### src/rtl/spi_adc_scanner.sv
// rtl/spi_adc_scanner.sv - periodic masked ADC channel scanner driving an SPI master, with per-channel result bank
module spi_adc_scanner #(
    parameter int             W         = 10,
    parameter int             N_CH      = 8,
    parameter int             CH_SHIFT  = 6,
    parameter logic [W-1:0]   CMD_BASE  = 10'h200,
    parameter int             PIPE      = 1,
    parameter int             TO_CYCLES = 65535
) (
    input  logic                    clk,
    input  logic                    rst,
    input  logic                    enable,
    input  logic [N_CH-1:0]         ch_mask,
    input  logic [23:0]             scan_period,
    output logic [W-1:0]            spi_value,
    output logic                    spi_strob,
    input  logic [W-1:0]            spi_result,
    input  logic                    spi_finish,
    input  logic [$clog2(N_CH)-1:0] rd_addr,
    output logic [W-1:0]            rd_data,
    output logic [N_CH-1:0]         valid,
    output logic                    scan_done,
    output logic                    timeout_err
);
    localparam int CW = $clog2(N_CH);
    localparam int TW = $clog2(TO_CYCLES + 1);
    localparam logic [TW-1:0] TO_LAST = TW'(TO_CYCLES - 1);

    typedef enum logic [2:0] {IDLE, LOAD, ISSUE, WAIT_BUSY, WAIT_DONE, STORE, DONE} state_t;
    state_t state, state_n;

    logic [23:0]     per_cnt;
    logic [N_CH-1:0] pend;
    logic [CW-1:0]   cur_ch, prev_ch, low_ch, tgt;
    logic            first, extra, start, more, to_hit, store_en;
    logic [W-1:0]    res_q;
    logic [TW-1:0]   to_cnt;
    logic [W-1:0]    bank [N_CH];

    function automatic logic [CW-1:0] lowest(input logic [N_CH-1:0] m);
        lowest = '0;
        for (int i = N_CH - 1; i >= 0; i--)
            if (m[i]) lowest = CW'(i);
    endfunction

    function automatic logic [W-1:0] cmd(input logic [CW-1:0] ch);
        logic [31:0] word;
        word = 32'(CMD_BASE) | (32'(ch) << CH_SHIFT);
        return word[W-1:0];
    endfunction

    // per_cnt holds cycles since scan start minus one, so starts land exactly scan_period apart
    assign start    = (state == IDLE) && enable && (|ch_mask) &&
                      (({1'b0, per_cnt} + 25'd1) >= {1'b0, scan_period});
    assign low_ch   = lowest(pend);
    assign more     = |pend;
    assign to_hit   = (to_cnt == TO_LAST);
    assign store_en = !((PIPE != 0) && first);
    assign tgt      = (PIPE != 0) ? prev_ch : cur_ch;
    assign rd_data  = bank[rd_addr];

    always_comb begin
        state_n   = state;
        spi_strob = 1'b0;
        scan_done = 1'b0;
        case (state)
            IDLE:      if (start) state_n = LOAD;
            LOAD:      state_n = enable ? ISSUE : IDLE;
            ISSUE: begin
                if (spi_finish) begin
                    spi_strob = 1'b1;
                    state_n   = WAIT_BUSY;
                end else if (!enable) begin
                    state_n = IDLE;
                end
            end
            WAIT_BUSY: begin
                if (!spi_finish)  state_n = WAIT_DONE;
                else if (to_hit)  state_n = IDLE;
            end
            WAIT_DONE: begin
                if (spi_finish)   state_n = STORE;
                else if (to_hit)  state_n = IDLE;
            end
            STORE: begin
                if (!enable)                            state_n = IDLE;
                else if (more || ((PIPE != 0) && !extra)) state_n = ISSUE;
                else                                    state_n = DONE;
            end
            DONE: begin
                scan_done = 1'b1;
                state_n   = IDLE;
            end
            default:   state_n = IDLE;
        endcase
    end

    always_ff @(posedge clk or posedge rst) begin
        if (rst) begin
            state       <= IDLE;
            per_cnt     <= '0;
            pend        <= '0;
            cur_ch      <= '0;
            prev_ch     <= '0;
            first       <= 1'b0;
            extra       <= 1'b0;
            res_q       <= '0;
            to_cnt      <= '0;
            spi_value   <= '0;
            valid       <= '0;
            timeout_err <= 1'b0;
            for (int i = 0; i < N_CH; i++) bank[i] <= '0;
        end else begin
            state <= state_n;

            if (start)                      per_cnt <= '0;
            else if (enable && !(&per_cnt)) per_cnt <= per_cnt + 24'd1;

            if ((state_n == WAIT_BUSY || state_n == WAIT_DONE) && state_n == state)
                to_cnt <= to_cnt + TW'(1);
            else
                to_cnt <= '0;

            case (state)
                IDLE: if (start) pend <= ch_mask;
                LOAD: begin
                    cur_ch       <= low_ch;
                    pend[low_ch] <= 1'b0;
                    spi_value    <= cmd(low_ch);
                    first        <= 1'b1;
                    extra        <= 1'b0;
                end
                WAIT_DONE: if (spi_finish) res_q <= spi_result;
                STORE: begin
                    if (store_en) begin
                        bank[tgt]  <= res_q;
                        valid[tgt] <= 1'b1;
                    end
                    prev_ch <= cur_ch;
                    first   <= 1'b0;
                    if (more) begin
                        cur_ch       <= low_ch;
                        pend[low_ch] <= 1'b0;
                        spi_value    <= cmd(low_ch);
                    end else begin
                        // trailing frame re-addresses the last channel to collect its result
                        extra <= 1'b1;
                    end
                end
                default: ;
            endcase

            if ((state == WAIT_BUSY || state == WAIT_DONE) && state_n == IDLE)
                timeout_err <= 1'b1;

            if (!enable) begin
                valid       <= '0;
                timeout_err <= 1'b0;
            end
        end
    end
endmodule

### config.mk
export PLATFORM = sky130hd
export DESIGN_NAME = spi_adc_scanner
export DESIGN_NICKNAME = d
export VERILOG_FILES = /design/src/rtl/spi_adc_scanner.sv
export SDC_FILE = /design/constraint.sdc
export NUM_CORES = 1
export LEC_CHECK = 0
export BUFFER_PORTS_ARGS = -buffer_cell sky130_fd_sc_hd__buf_2
export CAP_MARGIN = 25
export CORE_MARGIN = 3
export CORE_UTILIZATION = 56
export CTS_BUF_LIST = sky130_fd_sc_hd__clkbuf_4 sky130_fd_sc_hd__clkbuf_8
export DETAILED_ROUTE_END_ITERATION = 10
export GPL_ROUTABILITY_DRIVEN = 0
export PLACE_DENSITY = 0.74
export SLEW_MARGIN = 40
export SYNTH_ARGS = -nofsm -noshare
export SYNTH_HDL_FRONTEND = slang
export SYNTH_SLANG_ARGS = --single-unit
### constraint.sdc
create_clock -name clk -period 5.25 [get_ports clk]
set_input_delay 0 -clock clk [delete_from_list [all_inputs] [get_ports clk]]
set_output_delay 0 -clock clk [all_outputs]
set_load 0.02 [all_outputs]
Word-level counts from Yosys, hierarchy flattened
Index checks and enable logic that the tools add are counted.
- register bits after elaboration: 168
- output and inout bits: 31
- input port bits: 49
- $lt $le $gt $ge: 8
- multiplexer cells: 49
- equality and inequality tests: 16
- add/sub/neg operators: 3
- bitwise logic cells: 6
- reductions and logical operators: 28
- operators by type and width (kind ; number):
    $bwmux W80 ; 1
    $mux W3 ; 17
    $mux W24 ; 2
    $mux W10 ; 4
    $mux W8 ; 5
    $bmux W10 S3 ; 1
    $demux W10 S3 ; 1
    $add A24 B1 Y25 const B ; 1
    $ge A25 B24 Y1 ; 1
    $add A24 B1 Y24 const B ; 1
    $pmux W8 S3 ; 1
    $reduce_and A24 Y1 ; 1
    $pmux W10 S2 ; 1
    $pmux W3 S6 ; 1
    $add A16 B1 Y16 const B ; 1
    $eq A16 B16 Y1 const B ; 1
    $mux W16 ; 1
    $reduce_or A8 Y1 ; 2
    $eq A3 B3 Y1 const B ; 4
    $reduce_and A2 Y1 ; 5
    $eq A3 B2 Y1 const B ; 3
    $logic_and A1 B1 Y1 ; 9
    $and A8 B8 Y8 ; 1
    $ge A4 B4 Y1 const B ; 2
    22 further kinds ; 43

Depth between registers and ports, before layout
Gate-level depths: netlist (run 1).
- word-level depth: 16
- gate-level depth with buffers: 18
- depth with buffers taken out: 16

Least setup slack after synthesis (run 1)
Ideal clock, no wire load.
- path kind: register to register
- start: register per_cnt[0]
- end: register to_cnt[14]
- library setup time: 0.124 ns
- stages on the path, launching flop included: 19
- path slack: 1.645 ns
- arrival: 3.481 ns
- cells stage by stage: dfrtp_1 ha_1 nand3_1 nor2_2 and3_1 nand3_1 nor2_1 nand3_1 xnor2_1 ha_1 nand4_1 nor3_1 a221oi_1 a21oi_1 a211o_1 and3b_1 buf_4 buf_6 nor3_2
- word-level cells in the longest chain between the ends: 9
- elaborated cells on any way between the ends: 11
- those cells by class: add/sub: 1; order compare: 1; eq/ne: 3; mux: 3; reduce/logical: 3
- RTL lines (item ; line ; text):
    start, declared ; 32 ; logic [23:0] per_cnt;
    start signal, assigned ; 117 ; else if (enable && !(&per_cnt)) per_cnt <= per_cnt + 24'd1;
    $add A24 B1 Y25 (*) ; 54 ; (({1'b0, per_cnt} + 25'd1) >= {1'b0, scan_period});
    $ge A25 B24 Y1 (*) ; 54 ;
    $logic_and A1 B1 Y1 (*) ; 53 ; assign start = (state == IDLE) && enable && (|ch_mask) &&
    $mux W3 (*) ; 67 ; IDLE: if (start) state_n = LOAD;
    $pmux W3 S6 (*) ; 66 ; case (state)
    $eq A3 B2 Y1 or $eq A3 B3 Y1 (tied branches) ; 119 ; if ((state_n == WAIT_BUSY || state_n == WAIT_DONE) && state_n == state)
    $logic_or A1 B1 Y1 ; 119 ;
    $logic_and A1 B1 Y1 (*) ; 119 ;
    $mux W16 (*) ; 119 ;
    end signal, assigned ; 120 ; to_cnt <= to_cnt + TW'(1);
    end, declared ; 37 ; logic [TW-1:0] to_cnt;
Mark *: on every way between the ends. The rest lies on a longest branch, timed or not.
A chain may end at the register's enable or synchronous reset.

Worst setup path in the final report (run 1)
- start: register per_cnt[0]
- end: register to_cnt[15]
The elaborated chain is that of the path after synthesis.

==> results by group, run 1 <==
Run status
  • Outcome: complete, no violations

CTS
  • CTS Root Cell: clkbuf_8
  • # resized after CTS: 0
  • Num Clock Sinks: around 160
  • CTS tree: done
  • Reg clk slew, reported paths: about 0.090 ns
  • Clk Latency, worst-skew pair: approximately 0.46 ns
  • CTS H-tree lvls: 4
  • Post-CTS setup buffers: 0
  • Clock Tree Buf Depth: 2
  • Cts hold-fix bufs: 21
  • CTS Buf Count: 17

Critical path
  • CP max FO: 14
  • Critical Path Source: per_cnt[0]
  • Critical Path RT: 5.57 ns
  • Crit Path Class: register to register
  • Kind of end point of the critical path: register
  • CP Launch Type: register
  • Worst flop-to-flop path startpoint: per_cnt[0]
  • Critical path data arrival time: approximately 4.8 ns

Floorplan
  • Die Y: roughly 130 um
  • Std cell rows: 43
  • Ports: 80
  • Chip width: about 130 um
  • Starting Density: 0.586
  • Core box area: ~14000 um^2
  • Die Area: about 16000 um^2

Yosys
  • FF+latch count, synth: about 160
  • Synthesized instance count: roughly 700
  • Mean Syn Cell Area: 11.6 um^2
  • Register area share after synthesis: 0.478
  • Post-synthesis async set-or-reset flop share: 1.00
  • Distinct cells, synth: 56
  • Synthesized cell area: ~8300 um^2
  • Yosys warnings: 0
  • EDFF count, synth: 0
  • Dominant synthesized flop cell: dfrtp_1

Detailed routing
  • Residual DRC count: 0
  • Starting DRC count in detailed routing: approximately 480
  • Total Wirelength: 17.9 mm
  • WL per Instance: roughly 18 um
  • Antenna Nets Post-Route: 0
  • Vias per cell: between 5 and 6
  • Drt pass-1 iters: 5
  • Via Count: 5801

Finish
  • Sequential cell area: approximately 4000 um^2
  • Area grow syn2layout: 13.5%
  • N_diodes: 0
  • Footprint of the multi-input gates: approximately 4000 um^2
  • Nets: between 800 and 900
  • Share of cells above drive strength 1: 0.319
  • Filler cell count: 1086

Timing
  • Final hold violations: 0
  • Worst slew pin tran: approximately 0.83 ns
  • Final setup fails: 0
  • Fin. max-slew vios: 0
  • RSZ-0062 raised after global routing: false
  • Fmax: 221 MHz
  • Final critical-path share of the clock period: 0.862
  • Slew HR: 0.443
  • Fin crit period: approximately 4.5 ns
  • Worst Skew: 0.0150 ns
  • Fin Setup TNS: 0 ns
  • Hold slack: approximately 0.18 ns

Placed design
  • IO buf count: 73
  • DP HPWL: 12.2 mm

Power and ir drop
  • Clock network fraction of total power: 0.308
  • Max VDD drop: roughly 0.17 mV
  • P_int: 2.09 mW
  • Psw: 1.00 mW
  • PwrDens: ~330 nW/um^2
  • Combinational Power Share: 0.196
  • Pwr Total: 3.09 mW
  • Reg power frac: 0.496
  • Static leakage: between 4 and 5 nW
  • Sw Share: 0.324

GRT
  • Pin count of the biggest net entering global routing: 100
  • Global Route Usage Sum: 0.232
  • First-pass GRT wire length: approximately 30 mm
  • Global route total overflow: 0
  • Number of global-route vias before repair: 5994
  • Initial antenna violation count: 0

Flow run
  • Number of max-cap violations: 0

Worst hold path
  • Worst min path class: input pin to asynchronous set/reset pin
## worst max-delay path, cell delays in order (launching register included)
cell	delay, ns
dfrtp_1	0.42
ha_1	0.23
nand3_1	0.22
nor2_2	0.51
and3_1	0.32
nand3_1	0.16
nor2_1	0.21
nand3_1	0.12
xnor2_1	0.15
ha_1	0.29
nand4_1	0.14
nor3_1	0.07
a221oi_1	0.27
a21oi_1	0.12
a211o_1	0.31
and3b_1	0.68
nor4_1	0.14
## cells in the mapped netlist, drive strengths merged (3+ instances only)
cell type  number  area share
nand2          36       0.016
nor2           60       0.027
or3             5      0.0038
buf            21       0.015
inv            36       0.016
and2            8      0.0060
nand3          15      0.0096
dfrtp         159        0.48
nor3           18       0.017
and4            3      0.0032
xor2           36       0.038
a22o            4      0.0042
mux4           20       0.054
o21ai          11      0.0066
or4             4      0.0036
or2             3      0.0023
a21oi          28       0.017
o21bai          4      0.0036
nand2b          9      0.0068
mux2          106        0.14
clkbuf         20      0.0090
xnor2          18       0.019
nand4          23       0.017
and3           13      0.0098
ha             27       0.041
## metal layers
metal | vias up | global-route usage | wire (um)
met5 | - | 0 | 0
met4 | 0 | 0.0705 | 254
met3 | 27 | 0.0479 | 782
met2 | 153 | 0.376 | 8750
met1 | 2929 | 0.317 | 8140
li1 | 2692 | - | -
## sequential cells by signal, indices dropped and copies added, names as in the netlist
signal       count
per_cnt         24
first            1
bank            80
spi_value        2
valid            8
timeout_err      1
state            3
pend             8
res_q           10
extra            1
cur_ch           2
prev_ch          3
to_cnt          16
## final cells by class
cell class	instances	share of cell area
Clock buffer	20	0.0292
Clock inverter	12	0.0155
Inverter	37	0.0155
Multi-Input combinational cell	486	0.427
Sequential cell	159	0.422
Tap cell	180	0.0239
Timing Repair Buffer	101	0.0670
## cells in the final DEF (no fill, tap or decap), drive strengths merged, types with 3 or more instances in the layout
cell	count
a21oi	28
a22o	4
and2	8
and3	13
and4	3
buf	80
clkbuf	20
clkinv	4
conb	6
dfrtp	159
dlygate4sd3	21
ha	27
inv	42
mux2	106
mux4	20
nand2	36
nand2b	9
nand3	15
nand4	23
nor2	60
nor3	18
o21ai	11
o21bai	4
or2	3
or3	5
or4	4
xnor2	18
xor2	36
## power by group through the flow
stage / logic (mW) / registers, mW / clock network, mW
3_3_place_gp: 0.564 / 1.54 / 0
4_1_cts: 0.606 / 1.53 / 0.964
5_1_grt: 0.676 / 1.56 / 1.03
2_1_floorplan: 0.480 / 1.49 / 0
3_5_place_dp: 0.592 / 1.55 / 0
6_report: 0.605 / 1.53 / 0.952
## per-stage QoR
| stage | utilization | setup WS, ns | area [um^2] | cells |
|---|---|---|---|---|
| after floorplan | - | 0.958 | 8340 | 723 |
| after global placement | 0.618 | 1.06 | 8780 | 942 |
| after detailed placement | 0.619 | 0.888 | 8790 | 942 |
| after CTS | 0.663 | 0.789 | 9420 | 995 |
| after global routing | 0.664 | 0.348 | 9440 | 995 |
| final | 0.664 | 0.724 | 9440 | 995 |
## final timing paths
path | end | slack (ns) | cells past startpoint
worst max-delay path | to_cnt[15] | 0.72 | 16
worst min-delay path | bank[23] | 0.18 | 3
worst max register to register | to_cnt[15] | 0.72 | 16
worst min register to register | spi_value[9] | 0.49 | 1
max in group asynchronous | per_cnt[18] | 4.09 | 4
min in group clk | res_q[0] | 0.30 | 3
## logic make-up (layout without fill, tap and decap cells)
logic type,after synthesis,count (layout),share of synthesized area
other,1,6,0.000451
buffers and inverters,78,170,0.0412
flip-flops,159,159,0.478
AND/OR/NAND/NOR,203,203,0.128
XOR/XNOR,54,54,0.0569
AO/OA/AOI/OAI,68,68,0.0539
adder cells (fa/ha/maj),27,27,0.0406
multiplexers,128,128,0.200
Power figures use the tool's default switching activity.
==> run 2: changes to the inputs <==
- CORE_ASPECT_RATIO: unset -> 1.5
==> results by group, run 2 (same netlist as run 1, synthesis figures left out) <==
Placed design
  • Cells after DPL: ~960
  • IO buf count: between 70 and 80
  • Place WS: between 0.8 and 0.9 ns
  • DP HPWL: approximately 12 mm

Power and ir drop
  • PwrDens: ~330 nW/um^2
  • Static leakage: 4.60 nW
  • Max VDD drop: 0.217 mV

Critical path
  • Critical path data arrival time: approximately 4.8 ns
  • CP max FO: 14
  • Bufs and invs on worst path: 0
  • Crit Path Class: register to register
  • Kind of end point of the critical path: register
  • CP Launch Type: register
  • CP peak stage delay: between 0.6 and 0.7 ns
  • Worst-path cell chain: ha_1 -> nand3_1 -> nor2_2 -> and3_1 -> nand3_1 -> nor2_1 -> nand3_1 -> xnor2_1 -> ha_1 -> nand4_1 -> nor3_1 -> a221oi_1 -> a21oi_1 -> a211o_1 -> and3b_1 -> nor4_1
  • CP most frequent cell: nand3_1
  • Slowest stage cell, crit path: and3b_1
  • Critical Path RT: between 5 and 6 ns
  • Delay-heaviest family, CP: simple AND/OR/NAND/NOR gates

Floorplan
  • Core box area: ~14000 um^2
  • Chip width: about 110 um
  • Starting Density: 0.583
  • Die Area: approximately 16000 um^2
  • Die Y: ~160 um
  • Ports: 80
  • Std cell rows: 53

CTS
  • CTS tree: done
  • Clock Tree Buf Depth: 2
  • Reg clk slew, reported paths: roughly 0.090 ns
  • CTS H-tree lvls: 4
  • Clk Latency, worst-skew pair: between 0.4 and 0.5 ns
  • Num Clock Sinks: around 160
  • # resized after CTS: 0
  • CTS Root Cell: clkbuf_8
  • Post-CTS setup buffers: 0
  • CTS Buf Count: 17

Finish
  • Nets: ~880
  • Share of cells above drive strength 1: 0.317
  • Most frequent cells in the layout: 159 x dfrtp_1, 106 x mux2_2, 73 x buf_2, 59 x nor2_1
  • Largest regs: bank (80), per_cnt (24), to_cnt (16)
  • Largest Register: bank
  • Largest register FFs: 80
  • Fin cells: between 1000 and 1500
  • Most common cell after layout, fill and taps aside: dfrtp_1
  • N_diodes: 0
  • Final Core Density: 0.663
  • Area grow syn2layout: 13.6%

Detailed routing
  • Drt pass-1 iters: 4
  • Via Count: between 5000 and 6000
  • Residual DRC count: 0
  • WL per Instance: 17.6 um
  • Total Wirelength: approximately 18 mm
  • Antenna Nets Post-Route: 0
  • Vias per cell: 5.66
  • Starting DRC count in detailed routing: between 200 and 300

Timing
  • Fin crit period: approximately 4.5 ns
  • Slew HR: 0.425
  • Fin. max-slew vios: 0
  • Worst slew pin tran: about 0.86 ns
  • Final setup fails: 0
  • Final worst setup slack: between 0.7 and 0.8 ns
  • Worst Skew: around 0.013 ns
  • Final critical-path share of the clock period: 0.853
  • RSZ-0062 raised after global routing: false
  • Final hold violations: 0
  • Fmax: roughly 220 MHz
  • Fin Setup TNS: 0 ns

Run status
  • Outcome: complete, no violations

GRT
  • Global Route Usage Sum: 0.226
  • First-pass GRT wire length: 29.6 mm
  • Global route total overflow: 0
  • Pin count of the biggest net entering global routing: 110
  • Initial antenna violation count: 0
  • Number of global-route vias before repair: about 6000

Worst hold path
  • Worst min path class: input pin to asynchronous set/reset pin

Flow run
  • Number of max-cap violations: 0
==> run 2: changes by cell type in the layout (fill, tap and decap cells not counted) <==
cell | previous run | this run
nor3_1 | 6 | 7
clkinv_4 | 3 | 2
nor3_2 | 12 | 11
buf_6 | 1 | 0
bufinv_16 | 2 | 3
clkinvlp_4 | 1 | 3
clkbuf_8 | 20 | 18
inv_6 | 6 | 4
buf_4 | 6 | 8
inv_8 | 1 | 2
nor2_1 | 58 | 59
nor2_2 | 2 | 1
==> run 2: power breakdown <==
part           leakage [nW]  internal, mW  switching (mW)
Combinational          2.23         0.271           0.337
Sequential             2.16          1.34           0.188
Clock                 0.205         0.491           0.474
Total                  4.60          2.11           0.999
==> run 2: layout make-up <==
cell class                      instances  area [um^2]
Inverter                               37          146
Multi-Input combinational cell        486         4030
Sequential cell                       159         3980
Fill cell                            1059         4810
Clock buffer                           18          248
Tap cell                              192          240
Clock inverter                         13          176
Timing Repair Buffer                  102          636
==> run 2: final timing paths <==
kind | from | endpoint | slack [ns] | cells after the start
worst min register to register | spi_value[9] | spi_value[9] | 0.48 | 1
worst min-delay path | rst | bank[65] | 0.24 | 3
max in group asynchronous | rst | per_cnt[19] | 3.86 | 4
min in group clk | spi_result[8] | res_q[8] | 0.32 | 3
worst max-delay path | per_cnt[0] | to_cnt[5] | 0.77 | 16
worst max register to register | per_cnt[0] | to_cnt[5] | 0.77 | 16
==> run 2: worst reg2reg max path: cells and delay by family (launching register included) <==
kind            cells  cell delay (ns)
simple gates       10             2.51
compound gates      3             0.73
fa+ha+maj           2             0.52
flops               1             0.41
xor+xnor            1             0.15
==> run 2: stage by stage <==
stage	area [um^2]	power (mW)	hold slack, ns
floorplan	8340	1.97	0.117
global placement	8800	2.10	0.222
detailed placement	8800	2.15	0.200
CTS	9440	3.12	0.255
global route	9450	3.27	0.292
finish	9450	3.11	0.237
==> run 2: metal layers <==
metal,vias to the layer above,part of all wire,track usage
li1,2695,-,-
met1,2889,0.42,0.278
met2,101,0.55,0.406
met3,18,0.025,0.0382
met4,0,0.012,0.0673
met5,-,0,0
==> run 2: timing repair <==
| action | 4_1_cts | 5_1_grt |
|---|---|---|
| setup endpoints to repair | 0 | 0 |
| endpoints found under the hold margin | 130 | 0 |
| hold buffers | 21 | 0 |
==> run 3: changes to the inputs <==
==> constraint.sdc (replaced) <==
create_clock -name clk -period 5.25 [get_ports clk]
set_input_delay 1.05 -clock clk [delete_from_list [all_inputs] [get_ports clk]]
set_output_delay 1.05 -clock clk [all_outputs]
set_load 0.02 [all_outputs]
==> results by group, run 3 (same netlist as run 1, synthesis figures left out) <==
Run status
  • Outcome: complete, no violations

Floorplan
  • Core box area: ~14000 um^2
  • Std cell rows: 53
  • Die Area: between 15000 and 20000 um^2
  • Starting Density: 0.583
  • Ports: 80
  • Die Y: 155 um
  • Chip width: 106 um

GRT
  • Global Route Usage Sum: 0.224
  • Met3 Track Usage GR: 0.0390
  • First-pass GRT wire length: 29.2 mm
  • Busiest layer in global routing: met2
  • Pin count of the biggest net entering global routing: 88
  • Number of global-route vias before repair: slightly below 6000
  • Initial antenna violation count: 0
  • GRT met1 Usage: 0.265
  • Global route total overflow: 0
  • Met2 Use GR: 0.419

CTS
  • Clock Tree Buf Depth: 2
  • Clk Latency, worst-skew pair: about 0.45 ns
  • # resized after CTS: 0
  • CTS tree: done
  • CTS Buf Count: 17
  • Cts hold-fix bufs: 0
  • Post-CTS setup buffers: 0
  • CTS Root Cell: clkbuf_8
  • CTS H-tree lvls: 4
  • Reg clk slew, reported paths: ~0.09 ns
  • Num Clock Sinks: roughly 160

Placed design
  • DP HPWL: roughly 12 mm
  • IO buf count: between 70 and 80

Detailed routing
  • Via Count: ~5600
  • Starting DRC count in detailed routing: 220
  • Drt pass-1 iters: 4
  • Antenna Nets Post-Route: 0
  • WL per Instance: 17.4 um
  • Residual DRC count: 0
  • Vias per cell: approximately 5.6
  • Total Wirelength: about 17 mm

Power and ir drop
  • Reg power frac: 0.509
  • Max VDD drop: around 0.24 mV
  • Clock network fraction of total power: 0.299
  • Pwr Total: between 3 and 4 mW
  • PwrDens: ~330 nW/um^2
  • P_int: about 2 mW
  • Sw Share: 0.326
  • Combinational Power Share: 0.192
  • Static leakage: ~4.5 nW
  • Psw: 982 uW

Finish
  • Largest Register: bank
  • Most common cell after layout, fill and taps aside: dfrtp_1
  • Largest register FFs: 80
  • Nets: 860
  • Largest regs: bank (80), per_cnt (24), to_cnt (16)
  • Share of cells above drive strength 1: 0.328
  • N_diodes: 0
  • Final Core Density: 0.648
  • Area grow syn2layout: 11.1%
  • Most frequent cells in the layout: 159 x dfrtp_1, 106 x mux2_2, 73 x buf_2, 59 x nor2_1

Worst hold path
  • Worst min path class: register to register

Timing
  • Fin Setup TNS: 0 ns
  • Fin crit period: around 4.2 ns
  • Final hold violations: 0
  • Fmax: 240 MHz
  • Final setup fails: 0
  • Fin. max-slew vios: 0
  • Worst Skew: around 0.013 ns
  • Final critical-path share of the clock period: 0.795
  • Slew HR: 0.526
  • Worst slew pin tran: 0.710 ns
  • RSZ-0062 raised after global routing: false

Critical path
  • Kind of end point of the critical path: register
  • CP Launch Type: register
  • Critical Path RT: between 5 and 6 ns
  • Critical path data arrival time: ~4.5 ns
  • CP max FO: 14
  • Crit Path Class: register to register

Flow run
  • Number of max-cap violations: 0
==> run 3: cell types whose count changed in the layout (fill, tap and decap cells not counted), sizes merged <==
cell         before  now
buf              81   82
dlygate4sd3      21    0
clkinv            3    4
clkinvlp          3    4
bufinv            3    2
==> run 3: critical path, stage by stage, from the launching register on <==
cell	delay (ns)
dfrtp_1	0.41
ha_1	0.22
nand3_1	0.21
nor2_2	0.15
buf_4	0.19
and3_1	0.23
nand3_1	0.15
nor2_1	0.19
nand3_1	0.12
xnor2_1	0.20
ha_1	0.28
nand4_1	0.14
nor3_1	0.07
a221oi_1	0.25
a21oi_1	0.10
a211o_1	0.30
and3b_1	0.66
nor4_1	0.16
==> run 3: worst paths after layout <==
| kind | startpoint | to | slack (ns) | cells past startpoint |
|---|---|---|---|---|
| setup / recovery | per_cnt[0] | to_cnt[5] | 1.08 | 17 |
| hold / removal | spi_value[9] | spi_value[9] | 0.48 | 1 |
| setup reg to reg | per_cnt[0] | to_cnt[5] | 1.08 | 17 |
| hold reg to reg | spi_value[9] | spi_value[9] | 0.48 | 1 |
| max in group asynchronous | rst | per_cnt[18] | 3.92 | 3 |
| min in group asynchronous | rst | bank[17] | 0.78 | 3 |
==> run 3: per-layer routing <==
layer  up-vias  routed length [um]
met3        15                 466
met4         0                 210
met5         -                   0
li1       2655                   -
met1      2804                6870
met2        93                9650
==> run 3: area by class of cell <==
| cell class | instances | area, um^2 |
|---|---|---|
| clock inverters | 14 | 156 |
| clock buffers | 17 | 234 |
| well taps | 192 | 240 |
| fillers | 1142 | 5010 |
| flip-flops and latches | 159 | 3980 |
| inverters | 37 | 143 |
| repair buffers | 83 | 454 |
| multi-input cells | 486 | 4040 |
==> run 3: power by group through the flow <==
stage	logic (mW)	registers, mW	clock network [mW]
after floorplan	0.480	1.49	0
after global placement	0.568	1.54	0
after detailed placement	0.585	1.55	0
after CTS	0.589	1.53	0.927
after global routing	0.664	1.56	0.986
final	0.579	1.53	0.902
==> run 3: stage by stage <==
| stage | cell area (um^2) | hold slack [ns] | worst slack (ns) | instances |
|---|---|---|---|---|
| after floorplan | 8340 | 0.474 | 1.65 | 723 |
| after global placement | 8810 | 0.449 | 1.21 | 956 |
| after detailed placement | 8830 | 0.452 | 1.12 | 957 |
| after CTS | 9230 | 0.483 | 1.06 | 988 |
| after global routing | 9240 | 0.508 | 0.714 | 988 |
| final | 9240 | 0.475 | 1.08 | 988 |
